==> src/rtl/axis_width_conv_narrow_wide.sv <==
// Packs a narrow M-bit tnext-style stream into N-bit words (first beat in the MSBs).
// A tfirst beat arriving mid-word flushes the partial word zero-padded before it is consumed.
module axis_width_conv_narrow_wide #(
  parameter int N = 8,
  parameter int M = 4
) (
  input  logic         clk,
  input  logic         rst,
  output logic         s_axis_tnext,
  input  logic [M-1:0] s_axis_tdata,
  input  logic         s_axis_tfirst,
  input  logic         s_axis_tvalid,
  input  logic         m_axis_tnext,
  output logic [N-1:0] m_axis_tdata,
  output logic         m_axis_tfirst,
  output logic         m_axis_tvalid
);

  localparam int K     = N / M;
  localparam int CNT_W = (K >= 2) ? $clog2(K) : 1;
  localparam logic [CNT_W-1:0] CNT_LAST = CNT_W'(K - 1);

  if (M < 1 || (N % M) != 0 || K < 2) begin : g_param_check
    $error("axis_width_conv_narrow_wide: N must be K*M with K >= 2");
  end

  logic [N-1:0]     acc_q, acc_d;
  logic [CNT_W-1:0] cnt_q, cnt_d;
  logic             acc_first_q, acc_first_d;
  logic [N-1:0]     out_data_q, out_data_d;
  logic             out_first_q, out_first_d;
  logic             out_valid_q, out_valid_d;

  logic         out_free;
  logic         is_flush;
  logic         is_complete;
  logic         is_fill;
  logic         load;
  logic [N-1:0] lane_bits;

  // Handshake: a beat moves on s_axis_tvalid && s_axis_tnext, a word on
  // m_axis_tvalid && m_axis_tnext; both tnext strobes act as FWFT read-enables.
  always_comb begin
    out_free    = !out_valid_q || m_axis_tnext;
    is_flush    = s_axis_tvalid && s_axis_tfirst && (cnt_q != '0);
    is_complete = s_axis_tvalid && !is_flush && (cnt_q == CNT_LAST);
    is_fill     = s_axis_tvalid && !is_flush && !is_complete;
    load        = (is_flush || is_complete) && out_free;
    // Incoming beat placed in lane cnt; unfilled accumulator lanes are always zero.
    lane_bits   = {s_axis_tdata, {(N-M){1'b0}}} >> (M * int'(cnt_q));

    s_axis_tnext = !rst && (is_fill || (is_complete && out_free));

    acc_d       = acc_q;
    cnt_d       = cnt_q;
    acc_first_d = acc_first_q;
    out_data_d  = out_data_q;
    out_first_d = out_first_q;
    out_valid_d = out_valid_q;

    if (is_fill) begin
      acc_d = acc_q | lane_bits;
      cnt_d = cnt_q + CNT_W'(1);
      if (cnt_q == '0) begin
        acc_first_d = s_axis_tfirst;
      end
    end else if (load) begin
      acc_d       = '0;
      cnt_d       = '0;
      acc_first_d = 1'b0;
    end

    if (load) begin
      // A flushed word leaves the tfirst beat for the next cycle, so no lane merge.
      out_data_d  = is_complete ? (acc_q | lane_bits) : acc_q;
      out_first_d = acc_first_q;
      out_valid_d = 1'b1;
    end else if (m_axis_tnext) begin
      out_valid_d = 1'b0;
    end
  end

  always_ff @(posedge clk) begin
    if (rst) begin
      acc_q       <= '0;
      cnt_q       <= '0;
      acc_first_q <= 1'b0;
      out_data_q  <= '0;
      out_first_q <= 1'b0;
      out_valid_q <= 1'b0;
    end else begin
      acc_q       <= acc_d;
      cnt_q       <= cnt_d;
      acc_first_q <= acc_first_d;
      out_data_q  <= out_data_d;
      out_first_q <= out_first_d;
      out_valid_q <= out_valid_d;
    end
  end

  assign m_axis_tdata  = out_data_q;
  assign m_axis_tfirst = out_first_q;
  assign m_axis_tvalid = out_valid_q;

endmodule

==> config.mk <==
export PLATFORM = sky130hd
export DESIGN_NAME = axis_width_conv_narrow_wide
export DESIGN_NICKNAME = d
export VERILOG_FILES = /design/src/rtl/axis_width_conv_narrow_wide.sv
export SDC_FILE = /design/constraint.sdc
export NUM_CORES = 1
export LEC_CHECK = 0
export BUFFER_PORTS_ARGS = -buffer_cell sky130_fd_sc_hd__buf_2
export CORE_MARGIN = 5
export CORE_UTILIZATION = 43
export DETAILED_ROUTE_END_ITERATION = 16
export PLACE_DENSITY = 0.71
export REMOVE_ABC_BUFFERS = 1
export SYNTH_ARGS = -nofsm -noshare
export SYNTH_HDL_FRONTEND = slang
export SYNTH_SLANG_ARGS = --single-unit
==> constraint.sdc <==
create_clock -name clk -period 1 [get_ports clk]
set_input_delay 0.15 -clock clk [delete_from_list [all_inputs] [get_ports clk]]
set_output_delay 0.15 -clock clk [all_outputs]
set_load 0.005 [all_outputs]
==> results of run 1 <==
[flip-flops by register name, indices dropped and copies added (netlist names)]
register       flops
m_axis_tvalid      1
m_axis_tdata       8
acc_first_q        1
cnt_q              1
m_axis_tfirst      1
acc_q              8
[logic make-up (layout without fill, tap and decap cells)]
kind of cell / Yosys count / after routing / share of synthesized area (%)
AOI/OAI and AO/OA: 32 / 32 / 24.57
buffers and inverters: 6 / 45 / 4.437
DFF: 20 / 20 / 54.61
and+or+nand+nor: 21 / 21 / 16.38
[worst reg2reg max path: cells and delay by family (launching register included)]
family	cells	cell delay, ns
AO/OA/AOI/OAI	2	0.41
buffers and inverters	3	0.35
flip-flops	1	0.35
AND/OR/NAND/NOR	1	0.15
[area by class of cell]
| class | instances | area, um^2 |
|---|---|---|
| clock buffers | 4 | 36.28 |
| fillers | 137 | 526.8 |
| inverters | 2 | 7.507 |
| multi-input cells | 53 | 390.4 |
| flip-flops and latches | 20 | 406.6 |
| well taps | 17 | 21.27 |
| repair buffers | 39 | 281.5 |
[worst paths after layout]
check | start | end | slack, ns | depth (start not counted)
setup / recovery | m_axis_tvalid$_SDFFE_PP0P_ | s_axis_tnext | -0.41 | 4
hold / removal | s_axis_tfirst | acc_first_q$_SDFFE_PP0P_ | 0.11 | 3
setup reg to reg | cnt_q$_SDFFE_PP0P_ | acc_first_q$_SDFFE_PP0P_ | -0.29 | 6
hold reg to reg | m_axis_tdata[7]$_SDFFE_PP0P_ | m_axis_tdata[7]$_SDFFE_PP0P_ | 0.46 | 2
[Yosys cell counts (all sizes together)]
cell type,number
clkbuf,1
and2b,1
buf,3
nor2,1
nor3,4
nand2,2
inv,2
nand2b,1
nand3,5
and2,5
a211oi,4
dfxtp,20
o21a,1
and3b,1
o21ai,6
a21oi,20
a211o,1
nor2b,1
[per-stage QoR]
stage          area (um^2)  instances  total power, mW  worst slack, ns
2_1_floorplan        708.2         75           0.9403         -0.07194
3_3_place_gp         922.1        124            1.044         -0.04857
3_5_place_dp         922.1        124            1.051         -0.07612
4_1_cts               1015        130            1.556          -0.3918
5_1_grt               1144        135            1.695          -0.4885
6_report              1144        135            1.605          -0.4150
[routing by layer]
layer / part of all wire, % / vias to the layer above
met4: 2.2 / 0
met5: 0 / -
met2: 49 / 23
li1: - / 359
met3: 4.7 / 5
met1: 44 / 350
[power by group through the flow]
stage / Combinational, mW / Sequential (mW) / Clock (mW)
global route: 0.293 / 0.857 / 0.544
CTS: 0.216 / 0.849 / 0.491
floorplan: 0.0769 / 0.863 / 0
global placement: 0.181 / 0.863 / 0
finish: 0.272 / 0.852 / 0.481
detailed placement: 0.186 / 0.865 / 0
[timing repair]
item,in CTS,in global routing
endpoints found under the setup margin,18,22
resized for setup,15,26
setup buffers,2,6
pin swaps,2,8
==> out/metrics.yaml, run 1 <==
status:
  status: "finished, violations left"
  violations: "setup timing"
yosys:
  synth_largest_area_cell: "dfxtp_1"
  synth_cell_types: 21
  synth_top_area_share_pct: 54.61
  synth_warnings: 0
  ys_seq_area_share_pct: 54.61
  ys_seq_elements: 20
  syn_avg_cell_area_um2: 9.281
  synthCells: 79
  synthTopCellsByArea: "dfxtp_1 55%, a21oi_1 13%, o21ai_0 4.1%"
  syn_area_um2: 733.2
detailed_routing:
  wl_um: 2031
  dr.pass1.iters: 4
  vias: 737
  via_per_inst: 5.459
  first_iter_violations: 11
  wl_per_cell_um: 15.04
  drc: 0
  ant_nets: 0
place:
  io_buffers: 19
  dp_hpwl_um: 1349
  gp_congestion: 0.7457
floorplan:
  die_h_um: 51.30
  num_io_pins: 20
  die-area_um2: 2631
  start_util_pct: 43.90
  num_rows: 15
  die_w_um: 51.30
  coreArea_um2: 1670
global_route:
  busiest_layer: "met2"
  grt_use_total_pct: 16.03
  use_met1_pct: 18.89
  antenna_found_initial: 0
  grt_pass1_wl_um: 3091
  grt_overflow: 0
  grt_max_degree: 12
  globalRouteMet2Util_pct: 26.61
  grt.met3_usage_pct: 3.499
  first_global_vias: 713
pwr:
  power.switching_uw: 408.5
  powerDensity_nw_per_um2: 1404
  intPower_mw: 1.197
  swShare_pct: 25.45
  p_comb_share_pct: 16.9
  vdd_drop_max_uv: 995.2
  power_frac_seq_pct: 53.1
  p_leak_nw: 0.4895
  pwr-share-clk_pct: 30.0
min_path:
  hold_path.class: "input pin to register"
setup_path:
  cpLargestDelayFamily: "simple AND/OR/NAND/NOR gates"
  critPathKind: "register to output port"
  worst-path-buf-inv: 1
  slowest_stage: "dfxtp_2"
  crit_arrival_ns: 1.26
  cp.required_ns: 0.85
  path_max_fanout: 3
  cp-end-kind: "output port"
  start_kind: "register"
  cp_slowest_stage_delay_ns: 0.34
  worstPathCellList: "and2b_2 -> o21ai_1 -> and3b_2 -> buf_2"
sta:
  fin_setup_tns_ns: -3.148
  timing.fmax_ghz: 0.7067
  slew_headroom_pct: 88.52
  rsz0062_at_grt: "true"
  hold-worst-slack_ns: 0.1090
  slew_violations: 0
  clock_skew_ns: 0.004999
  final-setup-viol-count: 21
  worst_pin_slew_ns: 0.1712
  fin_crit_sh_pct: 141.5
  hold_viol_final: 0
  setup_ws_ns: -0.4150
  min_period_ns: 1.415
layout:
  final_util_pct: 68.46
  mostFrequentLayoutCell: "buf_2"
  final_nets: 128
  syn_to_final_growth_pct: 55.97
  post_route_cells_drive_above_1_share_pct: 57.63
  diodes: 0
  mostFrequentLayoutCells: "18 x buf_2, 15 x dfxtp_1, 13 x a21oi_1, 12 x buf_4, 9 x buf_6"
clock_tree:
  clk_pin_slew_ns: 0.12
  cts_buffers: 3
  clock_latency_ns: 0.31
  cts_tree: "done"
  cts_hold_buf: 0
  cts.sinks: 20
  root_buffer: "clkbuf_4"
  clock_path_buffers: 2
  h-tree-depth: 1
flow_run:
  drv_cap: 0
(Power assumes the default switching activity.)
==> run 2, diff against run 1 <==
--- a/config.mk
+++ b/config.mk
@@ -7,9 +7,9 @@
 export LEC_CHECK = 0
 export BUFFER_PORTS_ARGS = -buffer_cell sky130_fd_sc_hd__buf_2
 export CORE_MARGIN = 5
-export CORE_UTILIZATION = 43
+export CORE_UTILIZATION = 46
 export DETAILED_ROUTE_END_ITERATION = 16
-export PLACE_DENSITY = 0.71
+export PLACE_DENSITY = 0.72
 export REMOVE_ABC_BUFFERS = 1
 export SYNTH_ARGS = -nofsm -noshare
 export SYNTH_HDL_FRONTEND = slang
==> constraint.sdc (replaced) <==
create_clock -name clk -period 1.45 [get_ports clk]
set_input_delay 0.2175 -clock clk [delete_from_list [all_inputs] [get_ports clk]]
set_output_delay 0.2175 -clock clk [all_outputs]
set_load 0.005 [all_outputs]
==> out/metrics.yaml, run 2 (synthesis results as in run 1) <==
status:
  status: "finished, final reports clean"
pwr:
  swShare_pct: 22.43  # -3.0 points
  powerDensity_nw_per_um2: 1108  # -21%
  p_total_uw: 997.1  # -38%
  intPower_uw: 773.4  # -35%
  vdd_drop_max_uv: 660.5  # -34%
  p_leak_nw: 0.3863  # -21%
  power_frac_seq_pct: 58.5  # +5.4 points
  power.switching_uw: 223.7  # -45%
  p_comb_share_pct: 10.7  # -6.2 points
  pwr-share-clk_pct: 30.8  # +0.8 points
global_route:
  grt_overflow: 0  # unchanged
  first_global_vias: 592  # -17%
  grt_use_total_pct: 13.09  # -2.9 points
  antenna_found_initial: 0  # unchanged
  grt_max_degree: 15  # +3
  grt_pass1_wl_um: 2594  # -16%
sta:
  rsz0062_at_grt: "true"
  min_period_ns: 1.419
  fin_crit_sh_pct: 97.90
  worst_pin_slew_ns: 0.3781  # +0.2069 ns
  hold_viol_final: 0  # unchanged
  fin_setup_tns_ns: 0  # +3.148 ns
  timing.fmax_ghz: 0.7045
  slew_headroom_pct: 74.74  # -14 points
  final-setup-viol-count: 0  # -100%
  slew_violations: 0  # unchanged
  clock_skew_ns: 0.001524  # -0.003475 ns
  hold-worst-slack_ns: 0.1139  # +0.004931 ns
  setup_ws_ns: 0.03051  # +0.4455 ns
layout:
  final_nets: 113  # -12%
  post_route_cells_drive_above_1_share_pct: 32.04  # -26 points
  seqCellArea_um2: 401.6  # -1.2%
  syn_to_final_growth_pct: 22.70
  final_util_pct: 59.72  # -8.7 points
  final_cell_area_um2: 899.6  # -21%
  fin_cells: 119  # -12%
  mostFrequentLayoutCells: "19 x a21oi_1, 19 x dfxtp_1, 19 x buf_2"
  fillers: 146  # +6.6%
  multiInputGateArea_um2: 301.5  # -23%
  diodes: 0  # unchanged
detailed_routing:
  vias: 635  # -14%
  dr.pass1.iters: 4  # unchanged
  drc: 0  # unchanged
  first_iter_violations: 14  # +3
  ant_nets: 0  # unchanged
  via_per_inst: 5.336  # -2.3%
  wl_per_cell_um: 12.81  # -15%
  wl_um: 1524  # -25%
min_path:
  hold_path.class: "input pin to register"
setup_path:
  crit_arrival_ns: 1.20  # -0.06 ns
  start_kind: "register"
  cp-end-kind: "output port"
  cp.required_ns: 1.23  # +0.38 ns
  path_max_fanout: 3  # unchanged
  critPathKind: "register to output port"
place:
  pre_cts_ws_ns: 0.2180  # +0.2941 ns
  dp_hpwl_um: 1111  # -18%
  io_buffers: 19  # unchanged
  dp.cells: 113  # -8.9%
  gp_congestion: 0.7518  # +0.82%
  post_dp_cell_area_um2: 845.8  # -8.3%
clock_tree:
  h-tree-depth: 1  # unchanged
  clock_latency_ns: 0.29  # -0.02 ns
  cts_hold_buf: 0  # unchanged
  cts_tree: "done"
  cts_buffers: 3  # unchanged
  clk_pin_slew_ns: 0.10  # -0.02 ns
  clock_path_buffers: 2  # unchanged
  cts.sinks: 20  # unchanged
  root_buffer: "clkbuf_4"
floorplan:
  die_w_um: 49.93  # -2.7%
  die-area_um2: 2493  # -5.3%
  coreArea_um2: 1506  # -9.8%
  die_h_um: 49.93  # -2.7%
  start_util_pct: 48.67  # +4.8 points
  num_io_pins: 20  # unchanged
  num_rows: 14  # -1
flow_run:
  drv_cap: 0  # unchanged
## run 2: changes by cell type in the layout (fill, tap and decap cells not counted), sizes merged
cell and change:
buf -15
## run 2: critical path, stage by stage (launching register included)
cell     delay [ns]
dfxtp_2        0.33
and2b_2        0.20
o21ai_1        0.10
and3b_2        0.17
buf_2          0.10
## run 2: power groups by stage
| stage | sequential [mW] | combinational [mW] | clock, mW |
|---|---|---|---|
| after global placement | 0.595 | 0.102 | 0 |
| after global routing | 0.587 | 0.119 | 0.342 |
| after CTS | 0.584 | 0.107 | 0.318 |
| final | 0.584 | 0.106 | 0.307 |
| after floorplan | 0.595 | 0.0530 | 0 |
| after detailed placement | 0.596 | 0.103 | 0 |
## run 2: worst paths after layout
kind	slack (ns)	start	depth (start not counted)	end
worst max-delay path	0.03	m_axis_tvalid$_SDFFE_PP0P_	4	s_axis_tnext
worst min-delay path	0.11	rst	2	acc_first_q$_SDFFE_PP0P_
worst max register to register	0.27	m_axis_tvalid$_SDFFE_PP0P_	5	m_axis_tdata[4]$_SDFFE_PP0P_
worst min register to register	0.47	acc_q[3]$_SDFFE_PP0P_	1	acc_q[3]$_SDFFE_PP0P_
## run 2: layout make-up
class | instances | area share (%)
clock buffers | 4 | 4.033
inverters | 2 | 0.8345
multi-input cells | 53 | 33.52
flip-flops and latches | 20 | 44.65
well taps | 16 | 2.225
repair buffers | 24 | 14.74
## run 2: layer usage
metal | wire length [um] | GRT usage, %
met1 | 725 | 17.43
met2 | 696 | 19.28
met3 | 103 | 6.024
met4 | 0 | 2.620
met5 | 0 | 0
## run 2: what timing repair did
| item | 4_1_cts | 5_1_grt |
|---|---|---|
| endpoints found under the hold margin | 0 | 0 |
| setup endpoints to repair | 1 | 1 |
| cloned | 0 | 0 |
| gates resized for setup | 3 | 0 |
| buffers inserted | 2 | 0 |
==> run 3, diff against run 2 <==
--- a/config.mk
+++ b/config.mk
@@ -10,6 +10,7 @@
 export CORE_UTILIZATION = 46
 export DETAILED_ROUTE_END_ITERATION = 16
 export PLACE_DENSITY = 0.72
+export RECOVER_POWER = 25
 export REMOVE_ABC_BUFFERS = 1
 export SYNTH_ARGS = -nofsm -noshare
 export SYNTH_HDL_FRONTEND = slang
==> out/metrics.yaml, run 3 (synthesis results as in run 1) <==
status:
  status: "finished, final reports clean"
clock_tree:
  cts_hold_buf: 0  # unchanged
  clk_pin_slew_ns: 0.10  # about the same
  clock_latency_ns: 0.29  # about the same
  cts_tree: "done"
  h-tree-depth: 1  # unchanged
  cts_buffers: 3  # unchanged
  cts.sinks: 20  # unchanged
  clock_path_buffers: 2  # unchanged
  root_buffer: "clkbuf_4"
place:
  pre_cts_ws_ns: 0.2180  # unchanged
  dp_hpwl_um: 1111  # unchanged
  post_dp_cell_area_um2: 845.8  # unchanged
  io_buffers: 19  # unchanged
  gp_congestion: 0.7518  # unchanged
sta:
  rsz0062_at_grt: "true"
  fin_crit_sh_pct: 97.90  # about the same
  hold_viol_final: 0  # unchanged
  min_period_ns: 1.420  # +0.00009490 ns
  clock_skew_ns: 0.001164  # -0.0003594 ns
  worst_pin_slew_ns: 0.3774  # -0.0006374 ns
  slew_violations: 0  # unchanged
  timing.fmax_ghz: 0.7044  # about the same
  setup_ws_ns: 0.03042  # -0.00009490 ns
  slew_headroom_pct: 74.79  # about the same
  final-setup-viol-count: 0  # unchanged
layout:
  final_cell_area_um2: 897.1  # -0.28%
  mostFrequentLayoutCells: "19 x a21oi_1, 19 x dfxtp_1, 17 x buf_2"
  syn_to_final_growth_pct: 22.35
  diodes: 0  # unchanged
  final_nets: 113  # unchanged
  post_route_cells_drive_above_1_share_pct: 30.10  # -1.9 points
global_route:
  grt_pass1_wl_um: 2594  # unchanged
  grt.met3_usage_pct: 6.024  # unchanged
  antenna_found_initial: 0  # unchanged
  busiest_layer: "met2"
  grt_use_total_pct: 13.09  # unchanged
  globalRouteMet2Util_pct: 19.28  # unchanged
  grt_max_degree: 15  # unchanged
  grt_overflow: 0  # unchanged
  first_global_vias: 592  # unchanged
  use_met1_pct: 17.43  # unchanged
min_path:
  whs_path_depth: 2  # unchanged
  hold_end: "acc_first_q$_SDFFE_PP0P_"
  hold_path.class: "input pin to register"
  min_from: "rst"
pwr:
  p_comb_share_pct: 10.6  # about the same
  vdd_drop_max_uv: 662.0  # +0.22%
  power_frac_seq_pct: 58.5  # about the same
  p_leak_nw: 0.3778  # -2.2%
  pwr-share-clk_pct: 30.8  # about the same
  intPower_uw: 772.9  # about the same
  power.switching_uw: 224.0  # +0.15%
  swShare_pct: 22.47  # +0.037 points
  powerDensity_nw_per_um2: 1111  # +0.26%
setup_path:
  cp.required_ns: 1.23  # about the same
  start_kind: "register"
  worstPathCellList: "and2b_2 -> o21ai_1 -> and3b_2 -> buf_2"
  crit_arrival_ns: 1.20  # about the same
  rrSetupSlack_ns: 0.27  # about the same
  critPathKind: "register to output port"
  cp-end-kind: "output port"
  worstReg2RegEnd: "m_axis_tdata[4]$_SDFFE_PP0P_"
  cp_slowest_stage_delay_ns: 0.33  # about the same
  worst_r2r_path_depth: 5  # unchanged
  path_max_fanout: 3  # unchanged
  slowest_stage: "dfxtp_2"
  r2r-start: "m_axis_tvalid$_SDFFE_PP0P_"
detailed_routing:
  dr.pass1.iters: 4  # unchanged
  wl_um: 1519  # -0.33%
  ant_nets: 0  # unchanged
  vias: 633  # -0.31%
  via_per_inst: 5.319  # -0.31%
  first_iter_violations: 14  # unchanged
  wl_per_cell_um: 12.76  # -0.33%
  drc: 0  # unchanged
floorplan:
  die-area_um2: 2493  # unchanged
  coreArea_um2: 1506  # unchanged
  die_h_um: 49.93  # unchanged
  num_io_pins: 20  # unchanged
  num_rows: 14  # unchanged
  start_util_pct: 48.67  # unchanged
  die_w_um: 49.93  # unchanged
flow_run:
  drv_cap: 0  # unchanged
[run 3: cell count changes in the layout (fill, tap and decap cells not counted)]
cell	before	now
buf_2	19	17
clkbuf_1	0	2
[run 3: cell type report]
type | instances | area, um^2
clock buffers | 4 | 36.28
fillers | 148 | 609.3
inverters | 2 | 7.507
multi-input cells | 53 | 301.5
flip-flops and latches | 20 | 401.6
well taps | 16 | 20.02
repair buffers | 24 | 130.1
[run 3: worst max-delay path, delay by kind of cell, from the launching register on]
family | cells | cell delay [ns]
AO/OA/AOI/OAI | 1 | 0.10
flip-flops | 1 | 0.33
buffers and inverters | 1 | 0.10
AND/OR/NAND/NOR | 2 | 0.37
[run 3: through the flow]
| stage | setup TNS, ns | util [%] | cells | power [mW] | hold slack, ns |
|---|---|---|---|---|---|
| after floorplan | 0 | - | 75 | 0.6485 | 0.2799 |
| after global placement | 0 | 56.15 | 113 | 0.6974 | 0.4265 |
| after detailed placement | 0 | 56.15 | 113 | 0.6991 | 0.4273 |
| after CTS | 0 | 59.72 | 119 | 1.008 | 0.1045 |
| after global routing | -0.04086 | 59.55 | 119 | 1.047 | 0.09899 |
| final | 0 | 59.55 | 119 | 0.9969 | 0.1137 |
[run 3: per-layer routing]
layer	routed length [um]	vias up
met5	0	-
li1	-	332
met1	709	286
met2	708	15
met3	101	0
met4	0	0
[run 3: repair_timing]
action | 4_1_cts | 5_1_grt
setup buffers | 2 | 0
pin swaps | 0 | 0
hold endpoints to repair | 0 | 0
gates resized for setup | 3 | 0
endpoints found under the setup margin | 1 | 1
[run 3: how the worst max path moves through the flow]
stage                                           from                            to  depth (start not counted)
after CTS                 m_axis_tvalid$_SDFFE_PP0P_                  s_axis_tnext                          4
after global placement                  m_axis_tnext                  s_axis_tnext                          5
final                     m_axis_tvalid$_SDFFE_PP0P_                  s_axis_tnext                          4
after floorplan           m_axis_tvalid$_SDFFE_PP0P_  m_axis_tdata[0]$_SDFFE_PP0P_                          3
after detailed placement                m_axis_tnext                  s_axis_tnext                          5
after global routing      m_axis_tvalid$_SDFFE_PP0P_                  s_axis_tnext                          4
[run 3: power by group through the flow]
stage	logic [mW]	clock network, mW	registers, mW
final	0.106	0.308	0.584
after global routing	0.118	0.342	0.587
after CTS	0.107	0.318	0.584
after detailed placement	0.103	0	0.596
after global placement	0.102	0	0.595
after floorplan	0.0530	0	0.595
